File: src/rtl/serdes_pkg.sv
// Shared definitions for the 10-bit serdes path (deserializer and serializer).
package serdes_pkg;

    localparam int WORD_W    = 10;
    localparam int BIT_CNT_W = 4;

    // K28.5 in both running disparities, bit 0 is the first bit on the wire.
    localparam logic [WORD_W-1:0] COMMA_NEG = 10'h17C;
    localparam logic [WORD_W-1:0] COMMA_POS = 10'h283;

    // Index of the last bit of a word; its edge completes the word.
    localparam logic [BIT_CNT_W-1:0] LAST_BIT = BIT_CNT_W'(WORD_W - 1);

    typedef enum logic [1:0] {
        ST_HUNT    = 2'd0,
        ST_CONFIRM = 2'd1,
        ST_LOCKED  = 2'd2
    } align_state_e;

endpackage

File: src/rtl/comma_det_10b.sv
// Combinational K28.5 detector on a 10-bit window, either disparity.
module comma_det_10b
    import serdes_pkg::*;
(
    input  logic [WORD_W-1:0] win_i,
    output logic              match_o
);

    // Window matches when it equals either disparity form of the comma.
    always_comb begin
        match_o = (win_i == COMMA_NEG) || (win_i == COMMA_POS);
    end

endmodule

File: src/rtl/deser_10bit_align.sv
// Serial-to-10-bit deserializer with comma-based word alignment.
// A comma seen in HUNT sets the word phase; a second comma exactly one word
// later confirms it. While locked, words are delivered at each boundary and
// MISS_MAX consecutive off-phase commas force a return to HUNT.
module deser_10bit_align
    import serdes_pkg::*;
#(
    parameter int MISS_MAX = 3
) (
    input  logic              clk,
    input  logic              rst_n,
    input  logic              ser_in,
    input  logic              align_en,
    output logic [WORD_W-1:0] par_out,
    output logic              par_valid,
    output logic              locked,
    output logic              comma_det
);

    localparam int MISS_W = (MISS_MAX < 2) ? 1 : $clog2(MISS_MAX + 1);

    // Only bits 9..1 are kept: bit 0 of the old window falls off on the
    // next shift, so it never contributes to a future window.
    logic [WORD_W-1:1]    shift_q,     shift_d;
    logic [BIT_CNT_W-1:0] bit_cnt_q,   bit_cnt_d;
    logic [MISS_W-1:0]    miss_cnt_q,  miss_cnt_d;
    align_state_e         state_q,     state_d;
    logic [WORD_W-1:0]    par_out_q,   par_out_d;
    logic                 par_valid_q, par_valid_d;
    logic                 comma_q,     comma_d;

    logic [WORD_W-1:0]    next_win;
    logic                 match;
    logic                 boundary;
    logic [MISS_W-1:0]    miss_inc;

    assign next_win = {ser_in, shift_q};
    assign boundary = (bit_cnt_q == LAST_BIT);
    assign miss_inc = miss_cnt_q + MISS_W'(1);

    comma_det_10b u_comma (
        .win_i   (next_win),
        .match_o (match)
    );

    // Next-state logic: shifting, phase counter, alignment FSM, word delivery.
    always_comb begin
        // NOTE: every _d gets a default before the case, so no path can leave
        // one unassigned and infer a latch.
        shift_d     = next_win[WORD_W-1:1];
        bit_cnt_d   = boundary ? '0 : bit_cnt_q + BIT_CNT_W'(1);
        miss_cnt_d  = miss_cnt_q;
        state_d     = state_q;
        par_out_d   = par_out_q;
        par_valid_d = 1'b0;
        comma_d     = 1'b0;

        unique case (state_q)
            ST_HUNT: begin
                // First comma defines a candidate phase.
                if (match && align_en) begin
                    bit_cnt_d = '0;
                    state_d   = ST_CONFIRM;
                end
            end
            ST_CONFIRM: begin
                if (align_en) begin
                    if (boundary) begin
                        if (match) begin
                            // Confirming comma is itself delivered as a word.
                            state_d     = ST_LOCKED;
                            par_out_d   = next_win;
                            par_valid_d = 1'b1;
                            comma_d     = 1'b1;
                        end else begin
                            state_d = ST_HUNT;
                        end
                    end else if (match) begin
                        // A later comma wins: restart the phase from it.
                        bit_cnt_d = '0;
                    end
                end
            end
            ST_LOCKED: begin
                if (boundary) begin
                    par_out_d   = next_win;
                    par_valid_d = 1'b1;
                    comma_d     = match;
                end
                if (align_en && match) begin
                    if (boundary) begin
                        miss_cnt_d = '0;
                    end else if (miss_inc == MISS_W'(MISS_MAX)) begin
                        state_d    = ST_HUNT;
                        miss_cnt_d = '0;
                    end else begin
                        miss_cnt_d = miss_inc;
                    end
                end
            end
            default: begin
                state_d = ST_HUNT;
            end
        endcase
    end

    // State registers with synchronous active-low reset.
    always_ff @(posedge clk) begin
        // NOTE: non-blocking assignments so every register samples values
        // from before the edge, independent of statement order.
        if (!rst_n) begin
            shift_q     <= '0;
            bit_cnt_q   <= '0;
            miss_cnt_q  <= '0;
            state_q     <= ST_HUNT;
            par_out_q   <= '0;
            par_valid_q <= 1'b0;
            comma_q     <= 1'b0;
        end else begin
            shift_q     <= shift_d;
            bit_cnt_q   <= bit_cnt_d;
            miss_cnt_q  <= miss_cnt_d;
            state_q     <= state_d;
            par_out_q   <= par_out_d;
            par_valid_q <= par_valid_d;
            comma_q     <= comma_d;
        end
    end

    assign par_out   = par_out_q;
    assign par_valid = par_valid_q;
    assign comma_det = comma_q;
    assign locked    = (state_q == ST_LOCKED);

endmodule

File: config.mk
export PLATFORM = sky130hd
export DESIGN_NAME = deser_10bit_align
export DESIGN_NICKNAME = d
export VERILOG_FILES = /design/src/rtl/serdes_pkg.sv /design/src/rtl/comma_det_10b.sv /design/src/rtl/deser_10bit_align.sv
export SDC_FILE = /design/constraint.sdc
export NUM_CORES = 1
export LEC_CHECK = 0
export BUFFER_PORTS_ARGS = -buffer_cell sky130_fd_sc_hd__buf_4
export CORE_MARGIN = 4
export CORE_UTILIZATION = 35
export DETAILED_ROUTE_END_ITERATION = 10
export PLACE_DENSITY = 0.61
export SKIP_CTS_REPAIR_TIMING = 1
export SYNTH_ARGS = -nofsm -noshare
export SYNTH_HDL_FRONTEND = slang
export SYNTH_HIERARCHICAL = 1
export SYNTH_SLANG_ARGS = --single-unit
File: constraint.sdc
create_clock -name clk -period 3.1 [get_ports clk]
set_input_delay 0.62 -clock clk [delete_from_list [all_inputs] [get_ports clk]]
set_output_delay 0.62 -clock clk [all_outputs]
set_load 0.05 [all_outputs]
==> results.sh <==
export IMPL_cts_root_buffer="clkbuf_4"
export IMPL_numCtsBuffers=5
export IMPL_netlist_area_um2=1190
export IMPL_cellPowerDensity_nw_per_um2=444
export IMPL_die_w_um=66.3
export IMPL_drv_slew=0
export IMPL_overflow=0
export IMPL_grt_max_degree=29
export IMPL_hp_class="reg -> reg"
export IMPL_fin_util_pct=44.1
export IMPL_ys_types=31
export IMPL_worstSetupStartpointType="input port"
export IMPL_syn_nets=133
export IMPL_finalHoldViolCount=0
export IMPL_cts_htree_levels=2
export IMPL_r2r_start="shift_q[8]"
export IMPL_setup_viol=0
export IMPL_placed_area_um2=1340
export IMPL_min_delay_path_depth=2
export IMPL_vias=867
export IMPL_drcViolationCount=0
export IMPL_synth_compound_area_share_pct=6.11
export IMPL_core_rowCount=20
export IMPL_crit_arrival_ps=2420
export IMPL_synth_top_family_by_area="simple AND/OR/NAND/NOR gates"
export IMPL_antenna_found_initial=0
export IMPL_cts_sinks=29
export IMPL_synth_xor_area_share_pct=1.47
export IMPL_placeableCoreArea_um2=3150
export IMPL_synth_top_cells_by_area="dfxtp_1 (49%), mux2i_1 (10%), nand2_1 (8.2%), ha_1 (5.3%), inv_1 (3.8%)"
export IMPL_synth_top_area_share_pct=48.8
export IMPL_clk_pin_slew_ps=90
export IMPL_yosys_warnings=6
export IMPL_wirelength_mm=2.08
export IMPL_drt_first_pass_iters=2
export IMPL_multiInputGateArea_um2=539
export IMPL_r2r_slack_ps=940
export IMPL_final_area_um2=1390
export IMPL_syn_avg_cell_area_um2=9.59
export IMPL_nFillCells=332
export IMPL_area_growth_pct=17.1
export IMPL_cap_viol_max_count=0
export IMPL_rsz0062_at_grt="false"
export IMPL_ir_worst_vdd_mv=0.261
export IMPL_crit_required_ps=3280
export IMPL_seq_area_um2=581
export IMPL_cts_max_path_buffers=2
export IMPL_outcome="finished clean"
export IMPL_grt_pass1_vias=890
export IMPL_worst_slew_pin_slew_ps=1150
export IMPL_p_leak_nw=0.695
export IMPL_gp_congestion=0.718
export IMPL_rr_worst_depth=7
export IMPL_num_io_pins=17
export IMPL_initial_core_util_pct=37.7
export IMPL_setup_tns_ps=0
export IMPL_ys_ff_latch=29
export IMPL_min_period_over_period_pct=72.3
export IMPL_grt_usage_pct=11.7
export IMPL_wire_per_inst_um=11.1
export IMPL_critPathMaxFanout=10
export IMPL_grt_pass1_wl_mm=3.82
export IMPL_ant_nets=0
export IMPL_die_height_um=66.3
export IMPL_path_class="in -> reg"
export IMPL_hp_start="par_out[6]"
export IMPL_clkLatencyLatePin_ps=330
export IMPL_yosys_area_share_simple_pct=22.4
export IMPL_fmax_mhz=446
export IMPL_hpwl_mm=1.52
export IMPL_portBuffers=16
export IMPL_drt_initial_drc_count=8
export IMPL_die_area_um2=4390
export IMPL_antenna_cells=0
export IMPL_netlist_instances=124
export IMPL_min_period_ps=2240
export IMPL_fin_nets=152
export IMPL_skew_ps=3.85
export IMPL_yosys_area_top_type="dfxtp_1"
export IMPL_r2r_end="par_out[1]"
export IMPL_layout_drive_gt1_share_pct=20.1
export IMPL_viasPerCell=4.61
export IMPL_cts_tree="yes"
export IMPL_synth_area_mux_share_pct=10.1
export IMPL_worst_hold_slack_ps=464
export IMPL_hold_end="par_out[6]"
export IMPL_yosysSeqAreaShare_pct=48.8
export IMPL_end_kind="flip-flop"
export IMPL_slew_headroom_pct=23.0
export IMPL_synthAdderAreaFrac_pct=5.26
-- through the flow --
step / worst slack, ps / total power, mW / std cells
6_report: 857 / 0.618 / 188
5_1_grt: 653 / 0.651 / 188
4_1_cts: 854 / 0.627 / 188
3_5_place_dp: 497 / 0.413 / 180
3_3_place_gp: 569 / 0.411 / 180
2_1_floorplan: 872 / 0.405 / 124
-- where the power goes --
part | switching, mW | total (mW) | leakage [nW] | internal, mW
sequential | 0.00447 | 0.382 | 0.235 | 0.378
clock | 0.128 | 0.214 | 0.0320 | 0.0861
combinational | 0.0123 | 0.0215 | 0.428 | 0.00921
total | 0.145 | 0.618 | 0.695 | 0.473
-- final cells by class --
class,count,area share (%)
timing repair buffer,16,8.63
inverter,12,3.24
clock inverter,2,0.719
clock buffer,6,2.97
tap,44,3.96
multi-input combinational,79,38.8
sequential,29,41.7
-- flip-flops by register name, summed over array words and instances (netlist names) --
name and count:
par_out 10, shift_q 9, bit_cnt_q 4, miss_cnt_q 2, state_q 2, comma_det 1
par_valid 1
-- synthesized netlist by cell type --
cell type	instances
dfxtp_1	29
nand2_1	26
inv_1	12
mux2i_1	12
nor2_1	7
ha_1	5
nand3_1	4
a21oi_1	2
and2_2	2
buf_1	2
nand4b_1	2
nor2b_1	2
a21boi_1	1
a21oi_2	1
a221o_1	1
a22oi_1	1
and2b_1	1
and4bb_1	1
buf_2	1
buf_6	1
nand2_2	1
nand3b_1	1
nand3b_4	1
nor3_1	1
nor4b_1	1
nor4bb_1	1
o211ai_1	1
o21ai_1	1
o41ai_2	1
xnor2_1	1
xor2_1	1
-- how the worst max path moves through the flow --
stage	start	endpoint	slack, ps	cells after the start
3_5_place_dp	ser_in	par_out[1]	500	8
4_1_cts	ser_in	par_out[1]	850	8
5_1_grt	ser_in	par_out[3]	650	8
3_3_place_gp	ser_in	par_out[7]	570	8
6_report	ser_in	par_out[1]	860	8
2_1_floorplan	ser_in	state_q[1]	870	7
-- cells by family (layout without fill, tap and decap cells) --
logic type               count (synthesis)  in the layout
AO/OA/AOI/OAI                            9              9
XOR/XNOR                                 2              2
adder cells (fa/ha/maj)                  5              5
buffers and inverters                   16             36
flip-flops                              29             29
multiplexers                            12             12
AND/OR/NAND/NOR                         51             51
-- routing by layer --
metal	global-route usage, %	vias to the layer above	routed length (um)	share of wire [%]
met4	7.61	0	55	2.6
met2	19.6	19	1050	50
met5	0	-	0	0
met1	12.0	398	876	42
met3	4.42	5	106	5.1
li1	-	445	-	-
-- worst max-delay path: stages --
cell	delay, ps
buf_4	120
and4bb_1	250
nand3_1	90
o41ai_2	520
nand2_2	120
nor2_1	120
o21ai_1	350
mux2i_1	230
-- placed cells by master, fill, tap and decap left out, types with 2 or more instances in the layout --
cell / Yosys / routed
and2_2: 2 / 2
buf_4: 0 / 16
a21oi_1: 2 / 2
nor2_1: 7 / 7
nand2_1: 26 / 26
nor2b_1: 2 / 2
nand4b_1: 2 / 2
mux2i_1: 12 / 12
dfxtp_1: 29 / 29
clkbuf_4: 0 / 5
clkinv_2: 0 / 2
nand3_1: 4 / 4
ha_1: 5 / 5
inv_1: 12 / 12
(Power assumes the default switching activity.)
